[config.mk]
export PLATFORM = sky130hd
export DESIGN_NAME = peripheral_operand_collector
export DESIGN_NICKNAME = d
export VERILOG_FILES = /design/src/rtl/peripheral_operand_collector.sv
export SDC_FILE = /design/constraint.sdc
export NUM_CORES = 1
export LEC_CHECK = 0
export ABC_AREA = 1
export BUFFER_PORTS_ARGS = -buffer_cell sky130_fd_sc_hd__buf_2
export CAP_MARGIN = 20
export CELL_PAD_IN_SITES_DETAIL_PLACEMENT = 1
export CELL_PAD_IN_SITES_GLOBAL_PLACEMENT = 2
export CORE_AREA = 2 2 106 108
export CTS_BUF_LIST = sky130_fd_sc_hd__clkbuf_16
export CTS_CLUSTER_DIAMETER = 80
export DETAILED_ROUTE_END_ITERATION = 16
export DIE_AREA = 0 0 108 110
export MAX_ROUTING_LAYER = met4
export PLACE_DENSITY = 0.9
export SYNTH_ARGS = -nofsm -noshare
export SYNTH_HDL_FRONTEND = slang
export SYNTH_SLANG_ARGS = --single-unit
[constraint.sdc]
create_clock -name clk -period 4.01 [get_ports clk]
set_input_delay 0 -clock clk [delete_from_list [all_inputs] [get_ports clk]]
set_output_delay 0 -clock clk [all_outputs]
set_load 0.03 [all_outputs]
[src/rtl/peripheral_operand_collector.sv]
// Operand-entry peripheral: builds NUM_OPS operands of DATA_W bits from BYTE_W-bit
// entries. Slots are written either by explicit index or by an auto-increment
// pointer. Completion is flagged with a valid/ack handshake, and rejected writes
// set a sticky error.

// One BYTE_W entry slot register
module poc_slot #(
    parameter int W = 8
) (
    input  logic         clk,
    input  logic         reset,
    input  logic         clr_i,
    input  logic         we_i,
    input  logic [W-1:0] d_i,
    output logic [W-1:0] q_o
);
    logic [W-1:0] slot_q;

    // Slot storage: cleared by reset/clear, loaded on a write select
    always_ff @(posedge clk or posedge reset) begin
        if (reset)      slot_q <= '0;
        else if (clr_i) slot_q <= '0;
        else if (we_i)  slot_q <= d_i;
    end

    assign q_o = slot_q;
endmodule

module peripheral_operand_collector #(
    parameter  int BYTE_W  = 8,
    parameter  int DATA_W  = 32,
    parameter  int NUM_OPS = 2,
    localparam int SLOTS   = NUM_OPS * DATA_W / BYTE_W,
    localparam int IDX_W   = $clog2(SLOTS) + 1
) (
    input  logic                      clk,
    input  logic                      reset,
    input  logic [BYTE_W-1:0]         inputdata,
    input  logic                      enterpulse,
    input  logic                      mode_i,
    input  logic [IDX_W-1:0]          index_i,
    input  logic                      clear_i,
    input  logic                      ack_i,
    output logic [NUM_OPS*DATA_W-1:0] operands_o,
    output logic                      ops_valid_o,
    output logic [IDX_W-1:0]          ptr_o,
    output logic                      err_o
);
    typedef enum logic [1:0] {IDLE, COLLECT, FULL} state_t;

    localparam logic [IDX_W-1:0] SLOTS_IDX = IDX_W'(SLOTS);

    state_t             state_q, state_d;
    logic [SLOTS-1:0]   mask_q, mask_d;
    logic [IDX_W-1:0]   ptr_q, ptr_d;
    logic               err_q, err_d;
    logic [IDX_W-1:0]   slot_sel;
    logic [SLOTS-1:0]   wr_sel;
    logic               wr_en;
    logic               clr;

    // Target slot decode; pointer in auto mode, explicit index otherwise
    always_comb begin
        slot_sel = mode_i ? ptr_q : index_i;
        wr_sel   = '0;
        for (int k = 0; k < SLOTS; k++)
            wr_sel[k] = (slot_sel == IDX_W'(k));
    end

    // Next state: clear beats ack, ack (only in FULL) beats enter
    always_comb begin
        state_d = state_q;
        mask_d  = mask_q;
        ptr_d   = ptr_q;
        err_d   = err_q;
        wr_en   = 1'b0;
        clr     = 1'b0;
        if (clear_i) begin
            clr     = 1'b1;
            state_d = IDLE;
            mask_d  = '0;
            ptr_d   = '0;
            err_d   = 1'b0;
        end else if (ack_i && state_q == FULL) begin
            state_d = IDLE;
            mask_d  = '0;
            ptr_d   = '0;
            if (enterpulse) err_d = 1'b1;
        end else if (enterpulse) begin
            // Out-of-range covers both bad index and a saturated pointer
            if (state_q == FULL || slot_sel >= SLOTS_IDX) begin
                err_d = 1'b1;
            end else begin
                wr_en   = 1'b1;
                mask_d  = mask_q | wr_sel;
                if (mode_i) ptr_d = ptr_q + IDX_W'(1);
                state_d = (&mask_d) ? FULL : COLLECT;
            end
        end
    end

    // Control registers
    always_ff @(posedge clk or posedge reset) begin
        if (reset) begin
            state_q <= IDLE;
            mask_q  <= '0;
            ptr_q   <= '0;
            err_q   <= 1'b0;
        end else begin
            state_q <= state_d;
            mask_q  <= mask_d;
            ptr_q   <= ptr_d;
            err_q   <= err_d;
        end
    end

    for (genvar k = 0; k < SLOTS; k++) begin : g_slot
        poc_slot #(.W(BYTE_W)) u_slot (
            .clk   (clk),
            .reset (reset),
            .clr_i (clr),
            .we_i  (wr_en & wr_sel[k]),
            .d_i   (inputdata),
            .q_o   (operands_o[k*BYTE_W +: BYTE_W])
        );
    end

    assign ops_valid_o = (state_q == FULL);
    assign ptr_o       = ptr_q;
    assign err_o       = err_q;
endmodule

==> Yosys cells after proc, flatten, opt, wreduce, memory -nomap -nowiden <==
Cells that the tools add are included.
{ "totals": {"output_inout_bits": 70, "word_cells": 92, "regBits": 79, "input_bits": 18} }
{ "classes": {"magnitude_cmp": 1, "bitwise_logic": 9, "add_sub_neg": 1, "n_mux": 41, "eq_ne": 9, "reduce_logical": 19} }
{ "ops": {"columns": ["op", "count"], "rows": [
  ["8-bit two-way mux", 20],
  ["4-bit two-way mux", 6],
  ["2-bit nonzero test", 9],
  ["4-bit by 3-bit == test with 1-bit output (second input constant)", 4],
  ["1-bit two-way mux", 10],
  ["2-bit two-way mux", 5],
  ["3-bit nonzero test", 3],
  ["1-bit bitwise AND", 8],
  ["4-bit by 2-bit == test with 1-bit output (second input constant)", 2],
  ["8-bit bitwise OR", 1],
  ["8-bit AND reduction", 1],
  ["4-bit by 1-bit adder with 4-bit output (second input constant)", 1],
  ["4-bit by 1-bit == test with 1-bit output (second input constant)", 1],
  ["4-bit >= comparator (second input constant)", 1],
  ["4-bit logical NOT", 1],
  ["2-bit AND reduction", 2],
  ["3-bit != test (second input constant)", 1],
  ["3-bit AND reduction", 1],
  ["2-bit == test (second input constant)", 1],
  ["1-bit logical AND", 1],
  ["1-bit logical OR", 1]
]} }

==> Longest topological paths before layout <==
{ "logic_depth": {"depth_word": 10, "depth_mapped": 12, "depth_no_buf": 11} }

==> Hierarchy <==
Synthesis repeated with hierarchy kept, for this count alone.
{ "unflattened": {"hier_cells": 431, "area_unflattened_um2": 3693.5} }
{ "modules_own_cells": {"columns": ["module", "n_inst", "cells_per_inst", "area_per_inst_um2", "seq_area_each_um2"], "rows": [
  ["poc_slot", 8, 36, 339.1, 200.2],
  ["peripheral_operand_collector", 1, 143, 980.9, 375.4]
]} }

==> Worst setup path after synthesis <==
No wires, ideal clock.
{ "synth_timing": {"path_kind": "register to register", "start": "register ptr_q[0], in the netlist ptr_o[0]", "end": "register g_slot[1].u_slot.slot_q[0]", "t_arrival_ps": 1474, "required_time_ps": 3882, "n_path_buf": 1, "stages_incl_launch_ff": 11, "period_less_slack_ps": 1602, "setup_slack_ps": 2408, "setup_ps": 128, "cell_sequence": "dfrtp_1 > inv_1 > nand2_1 > nand2_2 > nor2_4 > nand2_1 > nor2_4 > nor2_4 > buf_6 > nand2_1 > o21ai_2"} }
{ "synth_via": {"elab_chain_cells": 9, "elab_cells_between_ends": 10, "classes_between": "1 x order compare; 1 x eq/ne; 5 x mux; 1 x bitwise; 2 x reduce/logical"} }
{ "synth_rtl": {"columns": ["item", "line", "text"], "rows": [
  ["start: declaration", "55", "logic [IDX_W-1:0] ptr_q, ptr_d;"],
  ["start signal: assignment", "112", "ptr_q <= ptr_d;"],
  ["4-bit two-way mux *", "64", "slot_sel = mode_i ? ptr_q : index_i;"],
  ["4-bit >= comparator", "91", "if (state_q == FULL || slot_sel >= SLOTS_IDX) begin"],
  ["1-bit logical OR", "91", null],
  ["1-bit two-way mux", "91", null],
  ["1-bit two-way mux", "89", "end else if (enterpulse) begin"],
  ["1-bit two-way mux", "84", "end else if (ack_i && state_q == FULL) begin"],
  ["1-bit two-way mux", "78", "if (clear_i) begin"],
  ["1-bit bitwise AND *", "122", ".we_i (wr_en & wr_sel[k]),"],
  ["2-bit nonzero test (no source line) *", null, null],
  ["end signal: assignment", "23", "else if (we_i) slot_q <= d_i;"],
  ["end: declaration", "17", "logic [W-1:0] slot_q;"]
]} }
Mark *: on every way between the ends. The rest lies on a longest branch, timed or not.
A chain may end at the register's enable or synchronous reset.

==> Worst setup path in the final report <==
{ "layout_timing": {"start": "input clear_i", "end": "register g_slot[6].u_slot.slot_q[2]"} }
{ "layout_via": {"elab_chain_cells": 3, "elab_cells_between_ends": 5, "classes_between": "3 x mux; 1 x bitwise; 1 x reduce/logical"} }
{ "layout_rtl": {"columns": ["item", "line", "text"], "rows": [
  ["start: declaration", "42", "input logic clear_i,"],
  ["1-bit two-way mux", "78", null],
  ["1-bit bitwise AND", "122", null],
  ["2-bit nonzero test (no source line)", null, null],
  ["end signal: assignment", "23", null],
  ["end: declaration", "17", null]
]} }
Several ways; a longest one is shown, not always the timed one.

==> impl_table.tex <==
\begin{tabular}{lr}
\hline
Metric & Value \\
\hline
\multicolumn{2}{l}{\textbf{Status}} \\
\quad Result of the run & complete, no violations \\
\multicolumn{2}{l}{\textbf{Detailed routing}} \\
\quad DR vias & 2767 \\
\quad WL per Instance & 16.4 um \\
\quad Number of design rule violations left after detail routing & 0 \\
\quad Pre-antenna DRT Iters & 6 \\
\quad Violation count after the first detailed-route iteration & 154 \\
\quad Vias per inst & 4.71 \\
\quad Detail Route Antenna Nets & 0 \\
\quad WL final & 9.63 mm \\
\multicolumn{2}{l}{\textbf{Placement}} \\
\quad Worst-case setup slack after placement & between 1.5 and 2 ns \\
\quad Count of port buffers added during placement & 87 \\
\quad Post-DP HPWL & 6.84 mm \\
\quad Placed Cells incl. Taps & 570 \\
\quad Global placement routability congestion & 0.769 \\
\quad Placed Instance Area & between 4000 and 5000 um\^{}2 \\
\multicolumn{2}{l}{\textbf{Global routing}} \\
\quad Wire length of the first global-routing pass & between 15 and 20 mm \\
\quad Met2 global-route usage & 29.1\% \\
\quad Maximum number of pins on one net before global-route repair & between 50 and 60 \\
\quad Grt met3 use & under 10\% \\
\quad Global-route usage over all layers & 18.0\% \\
\quad Antenna violations before repair & 0 \\
\quad Via count of the first global-routing pass & about 3k \\
\quad GRT Max-Usage Layer & met2 \\
\quad Met1 GRT Util & 21.8\% \\
\quad Total grt overflow & 0 \\
\multicolumn{2}{l}{\textbf{Hold path}} \\
\quad Sink of the worst hold path & err\_o \\
\quad Hold Crit Depth & 3 \\
\quad Hold Path Origin & enterpulse \\
\quad Kind of path behind the tightest hold check & in2reg \\
\multicolumn{2}{l}{\textbf{Floorplan}} \\
\quad Std-Cell Rows & 38 \\
\quad Starting utilization of the core area & 34.1\% \\
\quad Area of the die & 11900 um\^{}2 \\
\quad Area of the core & approximately 11000 um\^{}2 \\
\quad Ports placed on the boundary & 88 \\
\quad Die width & 108 um \\
\quad Die boundary height & $\sim$110 um \\
\multicolumn{2}{l}{\textbf{Power}} \\
\quad P per Cell Area & 464 nW/um\^{}2 \\
\quad Leakage dissipation & 2.22 nW \\
\quad Total power & 2.06 mW \\
\quad Peak ir drop on the vdd network & a little under 0.3 mV \\
\multicolumn{2}{l}{\textbf{Timing}} \\
\quad Final Worst Setup Slack & 2.24 ns \\
\quad Relative slew margins & between 20 and 30\% \\
\quad Maximum clock skew at final layout & about 0.0068 ns \\
\quad Crit share post-route & between 40\% and 50\% \\
\quad Worst Hold Slack & 0.00329 ns \\
\quad Unrepaired setup endpoints after global routing & no \\
\quad Achievable clock frequency & around 0.56 GHz \\
\quad Total negative slack & 0 ns \\
\quad Final hold vios & 0 \\
\quad Minimum clock period & around 1.8 ns \\
\quad Max-slew violation count & 0 \\
\quad Actual transition at the worst max-transition pin & 1.07 ns \\
\quad Number of setup violations in the final report & 0 \\
\multicolumn{2}{l}{\textbf{Logic synthesis}} \\
\quad Mean Syn Cell Area & 10.2 um\^{}2 \\
\quad Yosys top cell area share & about 54\% \\
\quad Count of synthesis-stage warnings from yosys & 0 \\
\quad Post-synthesis instance area & 3640 um\^{}2 \\
\quad Synth Instances & around 360 \\
\quad Number of nets in the synthesized netlist & 375 \\
\quad Number of different library cells in the post-synthesis netlist & 26 \\
\quad Portion of the post-synthesis area used by sequential elements & 54.2\% \\
\quad Top cells by area in the synthesized netlist & sky130\_fd\_sc\_hd\_\_dfrtp\_1, sky130\_fd\_sc\_hd\_\_nand2\_1, sky130\_fd\_sc\_hd\_\_o21ai\_2, sky130\_fd\_sc\_hd\_\_o21ai\_1, sky130\_fd\_sc\_hd\_\_nor2\_4 \\
\quad Number of synthesized register bits & 79 \\
\quad Library cell with the largest summed area after synthesis & sky130\_fd\_sc\_hd\_\_dfrtp\_1 \\
\multicolumn{2}{l}{\textbf{Clock tree}} \\
\quad Source-to-sink clock delay at the later pin of the worst-skew pair & 0.34 ns \\
\quad Number of buffers added for setup after CTS & 0 \\
\quad Number of clock sinks & 79 \\
\quad Clock Tree Root & sky130\_fd\_sc\_hd\_\_clkbuf\_16 \\
\quad CTS H-tree lvls & 3 \\
\quad CTS tree & done \\
\quad CTS clk-pin slew, worst paths & 0.06 ns \\
\quad Num CTS Buffers & 9 \\
\quad Number of buffers on the longest clock path & 2 \\
\multicolumn{2}{l}{\textbf{Worst setup path}} \\
\quad Critical Path RT & 4.25 ns \\
\quad Worst endpoint data arrival time & 2.02 ns \\
\quad Worst r2r src & ptr\_o[0] \\
\quad Classification of the worst setup path & in2reg \\
\quad Setup slack, reg-to-reg & 2.38 ns \\
\quad Endpoint kind of the worst setup timing path & register \\
\quad Reg-to-reg critical path endpoint & g\_slot[1].u\_slot.q\_o[6] \\
\quad Depth of the worst register-to-register path & 9 \\
\quad Crit path max fanout & 33 \\
\quad Startpoint type of the worst setup path & input port \\
\multicolumn{2}{l}{\textbf{Cells and area}} \\
\quad Relative area change from synthesis to final layout & 22.2\% \\
\quad Fin cells & 587 \\
\quad Final core utilization & roughly two fifths \\
\quad Leading cell type in the layout, fill and taps excluded & sky130\_fd\_sc\_hd\_\_nand2\_1 \\
\quad Net count of the finished layout & 461 \\
\quad Ratio of cells with drive above 1 in the final layout & 37.8\% \\
\quad Most frequent cells in the layout & sky130\_fd\_sc\_hd\_\_nand2\_1, sky130\_fd\_sc\_hd\_\_buf\_2, sky130\_fd\_sc\_hd\_\_dfrtp\_1 \\
\quad Design Area, Final & roughly 4500 um\^{}2 \\
\quad Antenna diode instance count & 0 \\
\multicolumn{2}{l}{\textbf{Flow run}} \\
\quad Max-cap viol count & 0 \\
\hline
\end{tabular}
-- cells by family after synthesis --
logic type                 after synthesis  synth area share [%]
and+or+nand+nor                        170                  25.9
buffers and inverters                   35                  6.49
DFF                                     79                  54.2
AOI/OAI and AO/OA                       71                  13.0
adders and majority gates                1                 0.343
-- registers in the layout, indices dropped and copies added, names as in the netlist --
register,flops
g_slot.u_slot.q_o,64
mask_q,8
ptr_o,4
state_q,2
err_o,1
-- synth_stat cells, drive strengths merged --
master,instances
o31ai,1
nand3,30
dfrtp,79
nor2,37
nor3,1
inv,21
nand2,102
clkbuf,1
o21ai,64
ha,1
a21oi,6
buf,13
-- routing by layer --
metal	wire length, um	vias to the layer above	part of all wire (%)
met5	0	-	0
met4	153	0	1.6
met3	566	11	5.9
met2	4670	81	49
met1	4240	1342	44
li1	-	1333	-
-- cell type report --
type | count | area [um^2]
Fill cell | 1257 | 6240
Sequential cell | 79 | 1980
Multi-Input combinational cell | 242 | 1430
Timing Repair Buffer | 89 | 453
Clock buffer | 9 | 225
Tap cell | 140 | 175
Clock inverter | 7 | 96.3
Inverter | 21 | 95.1
-- power breakdown --
part	total [mW]	internal, mW	switching [mW]
registers	0.867	0.841	0.0260
logic	0.313	0.0799	0.233
clock network	0.885	0.546	0.339
-- timing repair --
item,4_1_cts,5_1_grt
hold buffers,1,0
setup endpoints to repair,0,0
hold endpoints to repair,50,0
gates resized for setup,0,0
-- worst max-delay path: stages --
cell and delay [ns]:
sky130_fd_sc_hd__buf_2 0.21, sky130_fd_sc_hd__inv_1 0.82, sky130_fd_sc_hd__nand2_1 0.65, sky130_fd_sc_hd__o21ai_1 0.32
-- how the worst max path moves through the flow --
stage / startpoint / end / slack (ns) / depth (start not counted)
finish: clear_i / g_slot[6].u_slot.q_o[2] / 2.24 / 4
CTS: clear_i / g_slot[6].u_slot.q_o[2] / 2.24 / 4
detailed placement: clear_i / ptr_o[0] / 1.88 / 6
floorplan: reset / err_o / 1.99 / 1
global placement: clear_i / ptr_o[0] / 1.99 / 6
global route: clear_i / ptr_o[0] / 2.00 / 6
No activity file was read; power rests on OpenSTA's default activity.
